===== config.mk =====
export PLATFORM = sky130hd
export DESIGN_NAME = wb_slot_arbiter
export DESIGN_NICKNAME = d
export VERILOG_FILES = /design/src/rtl/wb_sched_pkg.sv /design/src/rtl/wb_slot_arbiter_rr_arbiter.sv /design/src/rtl/wb_slot_arbiter.sv
export SDC_FILE = /design/constraint.sdc
export NUM_CORES = 1
export LEC_CHECK = 0
export CORE_ASPECT_RATIO = 1.25
export CORE_MARGIN = 2
export CORE_UTILIZATION = 30
export DETAILED_ROUTE_END_ITERATION = 7
export PLACE_DENSITY = 0.65
export SKIP_CTS_REPAIR_TIMING = 1
export SLEW_MARGIN = 5
export SYNTH_ARGS = -nofsm -noshare
export SYNTH_HDL_FRONTEND = slang
export SYNTH_SLANG_ARGS = --single-unit

===== constraint.sdc =====
create_clock -name clk -period 3.15 [get_ports clk]
set_input_delay 0.63 -clock clk [delete_from_list [all_inputs] [get_ports clk]]
set_output_delay 0.63 -clock clk [all_outputs]
set_load 0.02 [all_outputs]

===== src/rtl/wb_sched_pkg.sv =====
// Shared types for the writeback slot scheduler: slot entry layout and default latencies.
// Slot fields are sized for the widest supported dest/src; DEST_SIZE must not exceed SLOT_DEST_W.
package wb_sched_pkg;
  localparam int SLOT_DEST_W     = 8;
  localparam int SLOT_SRC_W      = 4;
  localparam int DEFAULT_NUM_REQ = 4;
  localparam int DEFAULT_LATENCY [DEFAULT_NUM_REQ] = '{1, 2, 3, 4};

  typedef struct packed {
    logic                   valid;
    logic [SLOT_DEST_W-1:0] dest;
    logic [SLOT_SRC_W-1:0]  src;
  } slot_entry;
endpackage


===== src/rtl/wb_slot_arbiter_rr_arbiter.sv =====
// Round-robin one-hot selector: the first eligible requester at or after ptr wins.
module rr_arbiter #(
  parameter int NUM_REQ = 4,
  parameter int PTR_W   = 2
) (
  input  logic [NUM_REQ-1:0] eligible,
  input  logic [PTR_W-1:0]   ptr,
  output logic [NUM_REQ-1:0] grant
);
  logic             found;
  logic [PTR_W-1:0] idx;

  always_comb begin
    grant = '0;
    found = 1'b0;
    idx   = '0;
    for (int k = 0; k < NUM_REQ; k++) begin
      idx = PTR_W'((int'(ptr) + k) % NUM_REQ);
      if (!found && eligible[idx]) begin
        grant[idx] = 1'b1;
        found      = 1'b1;
      end
    end
  end
endmodule


===== src/rtl/wb_slot_arbiter.sv =====
// Fixed-latency writeback slot arbiter with round-robin issue grant and RAW scoreboard query.
// Optional macro WB_SLOT_ARBITER_WAW_EN blocks issue that would overtake a pending same-dest write.
module wb_slot_arbiter
  import wb_sched_pkg::*;
#(
  parameter int NUM_REQ    = 4,
  parameter int NUM_STAGES = 4,
  parameter int DEST_SIZE  = 5,
  parameter int LATENCY [NUM_REQ] = DEFAULT_LATENCY
) (
  input  logic                           clk,
  input  logic                           reset,
  input  logic                           hold,
  input  logic [NUM_REQ-1:0]             req_valid,
  input  logic [NUM_REQ*DEST_SIZE-1:0]   req_dest,
  output logic [NUM_REQ-1:0]             req_ready,
  output logic                           wb_valid,
  output logic [DEST_SIZE-1:0]           wb_dest,
  output logic [$clog2(NUM_REQ)-1:0]     wb_src,
  output logic                           busy,
  input  logic [DEST_SIZE-1:0]           test_dest,
  output logic                           test_pending,
  output logic [15:0]                    conflict_count
);
  localparam int SRC_W = $clog2(NUM_REQ);

  function automatic logic [15:0] sat_inc16(input logic [15:0] v);
    return (v == 16'hFFFF) ? v : v + 16'd1;
  endfunction

  logic [NUM_STAGES-1:0]  slot_vld;
  logic [SLOT_DEST_W-1:0] slot_dest [NUM_STAGES];
  logic [SLOT_SRC_W-1:0]  slot_src  [NUM_STAGES];
  slot_entry              cur [NUM_STAGES];
  slot_entry              nxt [NUM_STAGES];

  logic [SLOT_DEST_W-1:0] req_dest_ext [NUM_REQ];
  logic [NUM_REQ-1:0]     eligible;
  logic [NUM_REQ-1:0]     grant;
  logic [SRC_W-1:0]       ptr;
  logic [SRC_W-1:0]       gnt_idx;
  logic                   any_grant;

  always_comb begin
    for (int j = 0; j < NUM_STAGES; j++) begin
      cur[j].valid = slot_vld[j];
      cur[j].dest  = slot_dest[j];
      cur[j].src   = slot_src[j];
    end
  end

  // Eligibility: the target slot must be free once the table has shifted.
  for (genvar gi = 0; gi < NUM_REQ; gi++) begin : g_req
    localparam int LAT = LATENCY[gi];
    logic slot_free;
    logic waw_hit;

    assign req_dest_ext[gi] = SLOT_DEST_W'(req_dest[gi*DEST_SIZE +: DEST_SIZE]);

    if (LAT == NUM_STAGES) begin : g_top
      assign slot_free = 1'b1;
    end else begin : g_mid
      assign slot_free = ~cur[LAT].valid;
    end

`ifdef WB_SLOT_ARBITER_WAW_EN
    always_comb begin
      waw_hit = 1'b0;
      for (int j = LAT + 1; j < NUM_STAGES; j++)
        if (cur[j].valid && (cur[j].dest == req_dest_ext[gi]))
          waw_hit = 1'b1;
    end
`else
    assign waw_hit = 1'b0;
`endif

    assign eligible[gi] = req_valid[gi] & ~hold & ~reset & slot_free & ~waw_hit;
  end

  rr_arbiter #(
    .NUM_REQ (NUM_REQ),
    .PTR_W   (SRC_W)
  ) u_rr (
    .eligible (eligible),
    .ptr      (ptr),
    .grant    (grant)
  );

  always_comb begin
    any_grant = |grant;
    gnt_idx   = '0;
    for (int i = 0; i < NUM_REQ; i++)
      if (grant[i]) gnt_idx = SRC_W'(i);
  end

  always_comb begin
    for (int j = 0; j < NUM_STAGES; j++)
      nxt[j] = cur[j];
    if (!hold) begin
      for (int j = 0; j < NUM_STAGES - 1; j++)
        nxt[j] = cur[j+1];
      nxt[NUM_STAGES-1] = '0;
      for (int i = 0; i < NUM_REQ; i++) begin
        if (grant[i]) begin
          nxt[LATENCY[i]-1].valid = 1'b1;
          nxt[LATENCY[i]-1].dest  = req_dest_ext[i];
          nxt[LATENCY[i]-1].src   = SLOT_SRC_W'(i);
        end
      end
    end
  end

  // Slot table register: valids are reset, payload is not.
  always_ff @(posedge clk or posedge reset) begin
    if (reset) begin
      slot_vld <= '0;
    end else begin
      for (int j = 0; j < NUM_STAGES; j++)
        slot_vld[j] <= nxt[j].valid;
    end
  end

  always_ff @(posedge clk) begin
    for (int j = 0; j < NUM_STAGES; j++) begin
      slot_dest[j] <= nxt[j].dest;
      slot_src[j]  <= nxt[j].src;
    end
  end

  always_ff @(posedge clk or posedge reset) begin
    if (reset) begin
      ptr            <= '0;
      conflict_count <= '0;
    end else begin
      if (any_grant)
        ptr <= (gnt_idx == SRC_W'(NUM_REQ - 1)) ? '0 : gnt_idx + 1'b1;
      if (!hold && (|req_valid) && !any_grant)
        conflict_count <= sat_inc16(conflict_count);
    end
  end

  always_comb begin
    test_pending = 1'b0;
    for (int j = 0; j < NUM_STAGES; j++)
      if (cur[j].valid && (cur[j].dest == SLOT_DEST_W'(test_dest)))
        test_pending = 1'b1;
  end

  assign req_ready = grant;
  assign wb_valid  = cur[0].valid;
  assign wb_dest   = DEST_SIZE'(cur[0].dest);
  assign wb_src    = SRC_W'(cur[0].src);
  assign busy      = |slot_vld;
endmodule

==> flow_summary.ini <==
[worst_setup_path]
required_ps = 3320
cp_cell_sequence = inv_2 -> ha_1 -> buf_4 -> and3_1 -> o2111ai_1 -> nand2_1 -> a221o_2 -> buf_6 -> nor4_4 -> buf_4 -> buf_12 -> nand2_2 -> mux2_1
end_kind = flip-flop
ff2ff_path_depth = 13
crit_type = flip-flop to flip-flop
startpoint_type = flip-flop
cpPeakStageDelay_ps = 440
worstReg2RegStart = ptr[1]$_DFFE_PP0P_
crit_slowest_cell = a221o_2
startpoint = ptr[1]$_DFFE_PP0P_
path_max_fanout = 6
cp.arrival_ps = 3230
cpMostUsedCell = buf_4

[logic_synthesis]
ys_ff_latch = 49
ys_types = 47
syn-num-nets = 313
ys_top_cells_by_count = nand2_1 (37), edfxtp_1 (27), dfrtp_1 (22), xnor2_1 (19), xor2_1 (16)
synth-async-reset-ratio_pct = 44.90
synth_most_common_cell = nand2_1
synth_area_mm2 = 0.002930
yosys_most_used_dff = edfxtp_1
ys_seq_area_share_pct = 46.46
syn_avg_cell_area_um2 = 10.77
yosysWarnings = 0
netlist_top_cells_area = edfxtp_1 (28%), dfrtp_1 (19%), xnor2_1 (5.7%)
synth.top_cell.area_share_pct = 27.67
synth_edf_count = 27
yosys.area.top_type = edfxtp_1
synthCells = 272

[global_route]
globalRouteOverflowTotal = 0
track_usage_pct = 13.67
antenna_found_initial = 0
grt_pass1_vias = 2389
grt_max_degree = 31
grt_pass1_wl_um = 11480

[die]
die_y_um = 114.5
core_mm2 = 0.009559
row_count = 40
die_x_um = 92.40
boundaryPins = 62
start_util_pct = 30.65
die_area_mm2 = 0.01058

[place]
dp_slack_ps = -602.4
post-dp-hpwl_um = 5194
io_buffer_count = 61
dp.cells = 484
placed_area_mm2 = 0.003914
globalplace.congestion = 0.8340

[drt]
wirelength_um = 7320
post-route-drc-count = 0
drt_iter0_markers = 90
antenna_left = 0
viasPerCell = 4.645
wl_per_cell_um = 14.61
num_vias = 2327
firstDrtPassIters = 4

[sta]
worstMarginPinSlew_ps = 884.6
max_freq_mhz = 326.8
fin_ws_ps = 89.71
timing.final.crit_period_ps = 3060
max_slew_margin_pct = 40.96
finalHoldViolations = 0
finClkSkew_ps = 8.267
fin_crit_sh_pct = 97.15
drv_slew = 0
setup_violations = 0

[clock_network]
clk_latency_ps = 290
root_buffer = clkbuf_16
cts_sinks = 49
tritoncts = yes
clockBufferDepth = 2
clk_pin_slew_ps = 70
htreeDepth = 2
cts_made_buffers = 5

[cells_and_area]
diodes = 0
areaGrowthSynthToFinish_pct = 43.34
drive_above_1_share_pct = 24.00
final_area_mm2 = 0.004200
nFillCells = 909
fin_util_pct = 43.94
stdcell_count = 501
fin_nets = 415

[flow_run]
drv_cap = 0

[worst_hold_path]
whs_path_depth = 1
hp-start = conflict_count[9]$_DFFE_PP0P_
hold_class = flip-flop to flip-flop

[power_and_ir_drop]
peakVddDrop_uv = 520.5
p_leak_nw = 1.859
powerDensity_mw_per_mm2 = 708.9

[run_status]
status = finished clean
-- worst paths after layout --
check	end	slack, ps
worst max register to register	conflict_count[1]$_DFFE_PP0P_	90
worst min-delay path	conflict_count[9]$_DFFE_PP0P_	500
min in group asynchronous	slot_vld[0]$_DFFE_PP0N_	920
worst max-delay path	conflict_count[1]$_DFFE_PP0P_	90
max in group asynchronous	conflict_count[0]$_DFFE_PP0P_	1680
worst min register to register	conflict_count[9]$_DFFE_PP0P_	500
-- critical path: cells and delay by family (launching register included) --
kind | cells | cell delay, ps
adders and majority gates | 1 | 270
muxes | 1 | 310
and+or+nand+nor | 4 | 520
AOI/OAI and AO/OA | 2 | 730
DFF | 1 | 390
buffers and inverters | 5 | 710
-- power breakdown --
group	switching [W]	internal (W)	total (W)
registers	0.000122	0.000852	0.000974
logic	0.000716	0.000735	0.00145
clock network	0.000252	0.000300	0.000552
total	0.00109	0.00189	0.00298
-- metrics by stage --
| step | setup TNS [ps] | power (W) | hold slack (ps) |
|---|---|---|---|
| 5_1_grt | -7.658 | 0.003172 | 527.8 |
| 4_1_cts | -5502 | 0.002919 | 498.2 |
| 3_3_place_gp | -10430 | 0.002332 | 475.9 |
| 6_report | 0 | 0.002978 | 495.1 |
| 2_1_floorplan | 0 | 0.001756 | 476.1 |
| 3_5_place_dp | -10660 | 0.002350 | 480.3 |
-- area by class of cell --
type | count | area [µm²] | share of cell area, %
tap | 126 | 157.7 | 3.753
multi-input combinational | 195 | 1453 | 34.58
clock buffer | 5 | 125.1 | 2.979
timing repair buffer | 111 | 1032 | 24.58
sequential | 49 | 1361 | 32.41
clock inverter | 3 | 26.28 | 0.6256
inverter | 12 | 45.04 | 1.072
-- layer usage --
layer	GRT usage, %	routed length, µm	vias up
met1	17.23	3214	1105
li1	-	-	1157
met5	0	0	-
met2	24.09	3724	61
met3	2.831	322	4
met4	2.985	59	0
-- layout by cell type, fill, tap and decap left out, types with 3 or more instances in the layout --
cell type         n
inv_2             3
edfxtp_1         27
xor2_1           16
xnor2_1          19
nand2b_4          3
and2_1           11
inv_1             9
dfrtp_1          22
a21oi_1           5
nand2_1          37
nor2_1            9
nor3_1            9
dlymetal6s2s_1    9
buf_4            47
nor4_2            4
ha_1              9
clkdlybuf4s50_1  50
and3_1           12
mux2_1            7
clkbuf_16         6
nand3_2           9
nand3_1           7
nand4_1           6
-- registers in the layout, indices dropped and copies added (netlist names) --
| name | cells |
|---|---|
| ptr | 2 |
| conflict_count | 16 |
| slot_vld | 4 |
| slot_src | 7 |
| slot_dest | 20 |
-- cell families (layout without fill, tap and decap cells) --
group | Yosys count | after routing | synth area share [%]
AND/OR/NAND/NOR | 121 | 121 | 24.21
flip-flops | 49 | 49 | 46.46
XOR/XNOR | 35 | 35 | 10.46
buffers and inverters | 28 | 131 | 5.124
AO/OA/AOI/OAI | 19 | 19 | 4.783
multiplexers | 11 | 11 | 5.124
adder cells (fa/ha/maj) | 9 | 9 | 3.843
Note: power is estimated with default switching activity, not from simulation.
